[src/rtl/tgroup_dispatcher_pkg.sv]
// Shared compute-unit types for the thread-group dispatcher: default widths,
// scalar field types and the dispatcher FSM encoding.
package tgroup_dispatcher_pkg;

  localparam int unsigned PC_WIDTH        = 32;
  localparam int unsigned ADDR_WIDTH      = 32;
  localparam int unsigned TBLOCK_IDX_BITS = 4;
  localparam int unsigned TGROUP_ID_BITS  = 4;

  typedef logic [PC_WIDTH-1:0]        pc_t;
  typedef logic [ADDR_WIDTH-1:0]      addr_t;
  typedef logic [TBLOCK_IDX_BITS-1:0] tblock_idx_t;
  typedef logic [TBLOCK_IDX_BITS:0]   tblock_cnt_t;
  typedef logic [TGROUP_ID_BITS-1:0]  tgroup_id_t;

  typedef enum logic {
    ST_IDLE     = 1'b0,
    ST_DISPATCH = 1'b1
  } state_e;

endpackage

[src/rtl/tgroup_dispatcher_lzc.sv]
// Lowest-set-bit finder: returns the index of the least significant 1 in vec,
// or 0 with empty raised when vec has no bits set.
module tgroup_dispatcher_lzc #(
  parameter int unsigned Width    = 16,
  parameter int unsigned CntWidth = (Width > 1) ? $clog2(Width) : 1
) (
  input  logic [Width-1:0]    vec,
  output logic [CntWidth-1:0] cnt,
  output logic                empty
);

  // NOTE: every always_comb output gets a default before the loop, so no path leaves it unassigned (no latch).
  always_comb begin
    cnt = '0;
    for (int i = Width - 1; i >= 0; i--) begin
      if (vec[i]) cnt = CntWidth'(i);
    end
    empty = ~|vec;
  end

endmodule

[src/rtl/tgroup_dispatcher.sv]
// Splits thread-group launch jobs into one-per-cycle warp allocations and
// tracks per-group block completions, reporting each finished group once.
module tgroup_dispatcher
  import tgroup_dispatcher_pkg::*;
#(
  parameter int unsigned PcWidth       = PC_WIDTH,
  parameter int unsigned AddressWidth  = ADDR_WIDTH,
  parameter int unsigned TblockIdxBits = TBLOCK_IDX_BITS,
  parameter int unsigned TgroupIdBits  = TGROUP_ID_BITS
) (
  input  logic                     clk_i,
  input  logic                     rst_i,
  input  logic                     job_valid_i,
  output logic                     job_ready_o,
  input  logic [PcWidth-1:0]       job_pc_i,
  input  logic [AddressWidth-1:0]  job_dp_addr_i,
  input  logic [TblockIdxBits:0]   job_num_tblocks_i,
  input  logic [TgroupIdBits-1:0]  job_tgroup_id_i,
  input  logic                     warp_free_i,
  output logic                     allocate_warp_o,
  output logic [PcWidth-1:0]       allocate_pc_o,
  output logic [AddressWidth-1:0]  allocate_dp_addr_o,
  output logic [TblockIdxBits-1:0] allocate_tblock_idx_o,
  output logic [TgroupIdBits-1:0]  allocate_tgroup_id_o,
  input  logic                     tblock_done_i,
  input  logic [TgroupIdBits-1:0]  tblock_done_id_i,
  output logic                     tblock_done_ready_o,
  output logic                     tgroup_done_o,
  output logic [TgroupIdBits-1:0]  tgroup_done_id_o,
  input  logic                     tgroup_done_ready_i,
  output logic                     busy_o
);

  localparam int unsigned NumGroups = 2 ** TgroupIdBits;
  localparam int unsigned CntWidth  = TblockIdxBits + 1;

  state_e state, state_next;

  logic [PcWidth-1:0]       job_pc;
  logic [AddressWidth-1:0]  job_dp_addr;
  logic [CntWidth-1:0]      job_num;
  logic [TgroupIdBits-1:0]  job_id;
  logic [TblockIdxBits-1:0] idx;

  logic [CntWidth-1:0]      remain [NumGroups];
  logic [NumGroups-1:0]     remain_nz;
  logic [NumGroups-1:0]     pending;
  logic [NumGroups-1:0]     pending_set;
  logic [NumGroups-1:0]     pending_clr;

  logic                     accept;
  logic                     handshake;
  logic                     last_block;
  logic                     done_handshake;
  logic                     lzc_empty;
  logic [TgroupIdBits-1:0]  lowest_pending;

  assign accept         = job_valid_i && job_ready_o;
  assign handshake      = allocate_warp_o;
  assign last_block     = ({1'b0, idx} == (job_num - CntWidth'(1)));
  assign done_handshake = tgroup_done_o && tgroup_done_ready_i;

  // ---------------------------------------------------------------------------
  // FSM: state register / next state / outputs
  // ---------------------------------------------------------------------------
  // NOTE: sequential state uses non-blocking assignments so every flop samples pre-edge values.
  always_ff @(posedge clk_i or posedge rst_i) begin
    if (rst_i) state <= ST_IDLE;
    else       state <= state_next;
  end

  always_comb begin
    state_next = state;
    case (state)
      ST_IDLE:     if (accept && (job_num_tblocks_i != '0)) state_next = ST_DISPATCH;
      ST_DISPATCH: if (handshake && last_block)             state_next = ST_IDLE;
      default:                                              state_next = ST_IDLE;
    endcase
  end

  // A group id may be reused only once its blocks and its done report are both retired.
  always_comb begin
    job_ready_o     = (state == ST_IDLE) && (remain[job_tgroup_id_i] == '0)
                      && !pending[job_tgroup_id_i];
    allocate_warp_o = (state == ST_DISPATCH) && warp_free_i;
    busy_o          = (state == ST_DISPATCH) || (|remain_nz) || (|pending);
  end

  // ---------------------------------------------------------------------------
  // Latched job and block index
  // ---------------------------------------------------------------------------
  always_ff @(posedge clk_i or posedge rst_i) begin
    if (rst_i) begin
      job_pc      <= '0;
      job_dp_addr <= '0;
      job_num     <= '0;
      job_id      <= '0;
      idx         <= '0;
    end else if (accept) begin
      job_pc      <= job_pc_i;
      job_dp_addr <= job_dp_addr_i;
      job_num     <= job_num_tblocks_i;
      job_id      <= job_tgroup_id_i;
      idx         <= '0;
    end else if (handshake && !last_block) begin
      idx <= idx + TblockIdxBits'(1);
    end
  end

  assign allocate_pc_o         = job_pc;
  assign allocate_dp_addr_o    = job_dp_addr;
  assign allocate_tblock_idx_o = idx;
  assign allocate_tgroup_id_o  = job_id;

  // ---------------------------------------------------------------------------
  // Per-group outstanding block counters and done-pending bits
  // ---------------------------------------------------------------------------
  always_comb begin
    pending_set = '0;
    pending_clr = '0;
    remain_nz   = '0;
    for (int g = 0; g < NumGroups; g++) begin
      remain_nz[g] = (remain[g] != '0);
      if (accept && (job_tgroup_id_i == TgroupIdBits'(g)) && (job_num_tblocks_i == '0))
        pending_set[g] = 1'b1;
      if (tblock_done_i && (tblock_done_id_i == TgroupIdBits'(g)) && (remain[g] == CntWidth'(1)))
        pending_set[g] = 1'b1;
      if (done_handshake && (lowest_pending == TgroupIdBits'(g)))
        pending_clr[g] = 1'b1;
    end
  end

  // NOTE: the counter array is reset like any other flop so busy_o and job_ready_o are defined out of reset.
  always_ff @(posedge clk_i or posedge rst_i) begin
    if (rst_i) begin
      for (int g = 0; g < NumGroups; g++) remain[g] <= '0;
      pending <= '0;
    end else begin
      for (int g = 0; g < NumGroups; g++) begin
        if (accept && (job_tgroup_id_i == TgroupIdBits'(g)))
          remain[g] <= job_num_tblocks_i;
        else if (tblock_done_i && (tblock_done_id_i == TgroupIdBits'(g)) && (remain[g] != '0))
          remain[g] <= remain[g] - CntWidth'(1);
      end
      pending <= (pending & ~pending_clr) | pending_set;
    end
  end

  tgroup_dispatcher_lzc #(
    .Width    (NumGroups),
    .CntWidth (TgroupIdBits)
  ) u_lzc (
    .vec   (pending),
    .cnt   (lowest_pending),
    .empty (lzc_empty)
  );

  assign tgroup_done_o       = !lzc_empty;
  assign tgroup_done_id_o    = lowest_pending;
  assign tblock_done_ready_o = 1'b1;

  // A completion for a group with nothing outstanding means the ITS lost track of a block.
  assert property (@(posedge clk_i) disable iff (rst_i)
                   tblock_done_i |-> (remain[tblock_done_id_i] != '0));

endmodule

[config.mk]
export PLATFORM = sky130hd
export DESIGN_NAME = tgroup_dispatcher
export DESIGN_NICKNAME = d
export VERILOG_FILES = /design/src/rtl/tgroup_dispatcher_pkg.sv /design/src/rtl/tgroup_dispatcher_lzc.sv /design/src/rtl/tgroup_dispatcher.sv
export SDC_FILE = /design/constraint.sdc
export NUM_CORES = 1
export LEC_CHECK = 0
export BUFFER_PORTS_ARGS = -buffer_cell sky130_fd_sc_hd__buf_2
export CAP_MARGIN = 10
export CELL_PAD_IN_SITES_DETAIL_PLACEMENT = 0
export CELL_PAD_IN_SITES_GLOBAL_PLACEMENT = 1
export CORE_ASPECT_RATIO = 0.5
export CORE_MARGIN = 4
export CORE_UTILIZATION = 48
export CTS_CLUSTER_SIZE = 24
export DETAILED_ROUTE_END_ITERATION = 8
export PLACE_DENSITY = 0.95
export REMOVE_ABC_BUFFERS = 1
export SLEW_MARGIN = 30
export SYNTH_ARGS = -nofsm -noshare
export SYNTH_HDL_FRONTEND = slang
export SYNTH_SLANG_ARGS = --single-unit
[constraint.sdc]
create_clock -name clk_i -period 14.5 [get_ports clk_i]
set_input_delay 2.9 -clock clk_i [delete_from_list [all_inputs] [get_ports clk_i]]
set_output_delay 2.9 -clock clk_i [all_outputs]
set_load 0.03 [all_outputs]
==> results.yml <==
synthesis:
  synthDistinctLibCells: 65
  synthFlopType: "dfrtp_1"
  syn_area_um2: 9800
  ys_seq_area_share_pct: 44.4
  async_flop_share_pct: 100
  synth_edf_count: 0
  yosysWarningCount: 0
  synth-seq-cells: 174
  avgSynthCellArea_um2: 10.8
  syn_inst: 910
critical_path:
  crit_arrival_ns: 4.64
  endpoint_kind: "primary output"
  cp_max_fo: 24
  setup.worst_path.class: "in -> out"
  critPathLaunch: "job_tgroup_id_i[1]"
  crit_required_ns: 11.60
  startpoint_type: "input pin"
  r2r-start: "remain[2]$_DFFE_PP0P_"
clock_network:
  cts_tree: "yes"
  cts_buffer_depth: 2
  cts-resized-gates: 0
  path_clk_slew_ns: 0.07
  post-cts-setup-buffer-count: 0
  cts_sinks: 174
  ctsHoldBuffers: 0
  clkLatencyLatePin_ns: 0.44
  cts_root_buf: "clkbuf_16"
  cts_made_buffers: 17
  cts.htree.levels: 4
place:
  dp.cells: 1299
  port-buffer-count: 162
  hpwl_mm: 18.1
  place_congestion: 0.972
drt:
  routedWlPerCell_um: 19.1
  avgViaCountPerCell: 5.63
  vias: 7495
  drcViolationCount: 0
  dr.pass1.iters: 5
  wirelength_mm: 25.4
  drt-initial-drc-count: 595
  ant_nets: 0
sta:
  fin_skew_ns: 0.0111
  final.period_utilization_pct: 52.0
  timing.final.max_slew_violations: 0
  relSlewSlack_pct: 45.5
  setup_viol_count_final: 0
  fin_crit_ns: 7.54
  fmax_ghz: 0.133
  worst_slew_pin_slew_ns: 0.817
  hold_violations: 0
  grt_setup_unrepaired: "no"
  finalSetupTns_ns: 0
final_layout:
  diodes: 0
  area_growth_pct: 15.4
  final_cell_mix: "174 x dfrtp_1, 162 x buf_2, 108 x mux2_2, 83 x nand2_1, 57 x xnor2_1"
  stdcell_count: 1331
  final_common_cell: "dfrtp_1"
  fill_cells: 1663
  drive_gt1_share_pct: 31.3
  fin_nets: 1185
  seqCellArea_um2: 4350
  multi_input_area_um2: 5020
grt:
  grt_antenna_before_repair: 0
  grt_max_degree: 116
  grt.total_usage_pct: 22.6
  grt_pass1_vias: 7834
  grt_first_pass_wirelength_mm: 41.0
  grt-ovfl-total: 0
status:
  status: "finished clean"
floorplan:
  start_util_pct: 49.6
  die_h_um: 109
  core_um2: 19800
  rows: 36
  die_w_um: 210
  io_pins: 164
  die_area_um2: 22900
power_and_ir_drop:
  p_per_area_nw_per_um2: 223
  cellLeakagePower_nw: 5.14
  ir_drop_mv: 0.171
min_path:
  holdCritStartpoint: "allocate_dp_addr_o[21]$_DFFE_PP0P_"
  hold_path_class: "reg -> reg"
job:
  drv_cap: 0
## worst paths after layout
kind | slack, ns | endpoint | cells after the start
hold / removal | 0.48 | allocate_dp_addr_o[21]$_DFFE_PP0P_ | 1
max in group asynchronous | 10.59 | remain[62]$_DFFE_PP0P_ | 3
setup reg to reg | 11.47 | allocate_dp_addr_o[16]$_DFFE_PP0P_ | 7
setup / recovery | 6.96 | job_ready_o | 7
hold reg to reg | 0.48 | allocate_dp_addr_o[21]$_DFFE_PP0P_ | 1
min in group asynchronous | 2.60 | allocate_dp_addr_o[1]$_DFFE_PP0P_ | 2
## stage by stage
step	util (%)	setup WS, ns	hold WS (ns)	total power (W)	cell area [um2]
after floorplan	-	6.88	0.488	0.00171	9550
after global placement	54.2	7.07	0.462	0.00201	10700
after detailed placement	54.2	7.01	0.474	0.00205	10700
after CTS	57.2	7.00	0.491	0.00252	11300
after global routing	57.2	6.90	0.510	0.00268	11300
final	57.2	6.96	0.484	0.00252	11300
## critical path, stage by stage
cell and delay [ns]:
buf_2 0.38, nor4b_1 0.29, a22oi_1 0.15, a22oi_1 0.30, and2_1 0.20, o211a_1 0.21
buf_2 0.22
## kinds of logic after synthesis
| kind of cell | share of synthesized area, % |
|---|---|
| AO/OA/AOI/OAI | 7.48 |
| XOR/XNOR | 6.17 |
| adder cells (fa/ha/maj) | 6.38 |
| buffers and inverters | 4.30 |
| flip-flops | 44.4 |
| multiplexers | 16.5 |
| other | 0.0383 |
| AND/OR/NAND/NOR | 14.7 |
## layer usage
metal | GRT usage [%] | vias up | part of all wire, %
met3 | 6.52 | 43 | 8.4
met1 | 30.5 | 3679 | 45
met5 | 0 | - | 0
li1 | - | 3477 | -
met2 | 36.0 | 296 | 45
met4 | 6.51 | 0 | 1.8
## registers in the layout, summed over array words and instances (netlist names)
| signal | cells |
|---|---|
| state | 1 |
| allocate_dp_addr_o | 32 |
| allocate_tblock_idx_o | 4 |
| allocate_pc_o | 32 |
| allocate_tgroup_id_o | 4 |
| remain | 80 |
| pending | 16 |
| job_num | 5 |
## power by group
part           leakage, nW  internal (W)  total [W]  switching, W
clock network        0.275      0.000247   0.000462      0.000215
logic                 2.73      0.000466    0.00113      0.000660
registers             2.13      0.000713   0.000931      0.000219
## Yosys cell counts (all sizes together), types with 15 or more instances
library cell / instances / share of area [%]
o21ai: 19 / 0.97
buf: 15 / 1.5
nand4: 17 / 1.1
xnor2: 57 / 5.1
nand2: 84 / 3.2
a21oi: 26 / 1.3
nor3: 38 / 1.9
inv: 46 / 1.8
nand3: 23 / 1.2
dfrtp: 174 / 44
mux2: 134 / 16
clkbuf: 27 / 1.0
nor2: 50 / 1.9
ha: 50 / 6.4
## layout make-up
type                       count  share of cell area (%)
clock buffer                  18                    3.88
clock inverter                14                    1.27
inverter                      46                    1.59
multi-input combinational    648                    44.4
sequential                   174                    38.5
tap                          266                    2.94
timing repair buffer         165                    7.40
No activity file was read; power rests on OpenSTA's default activity.
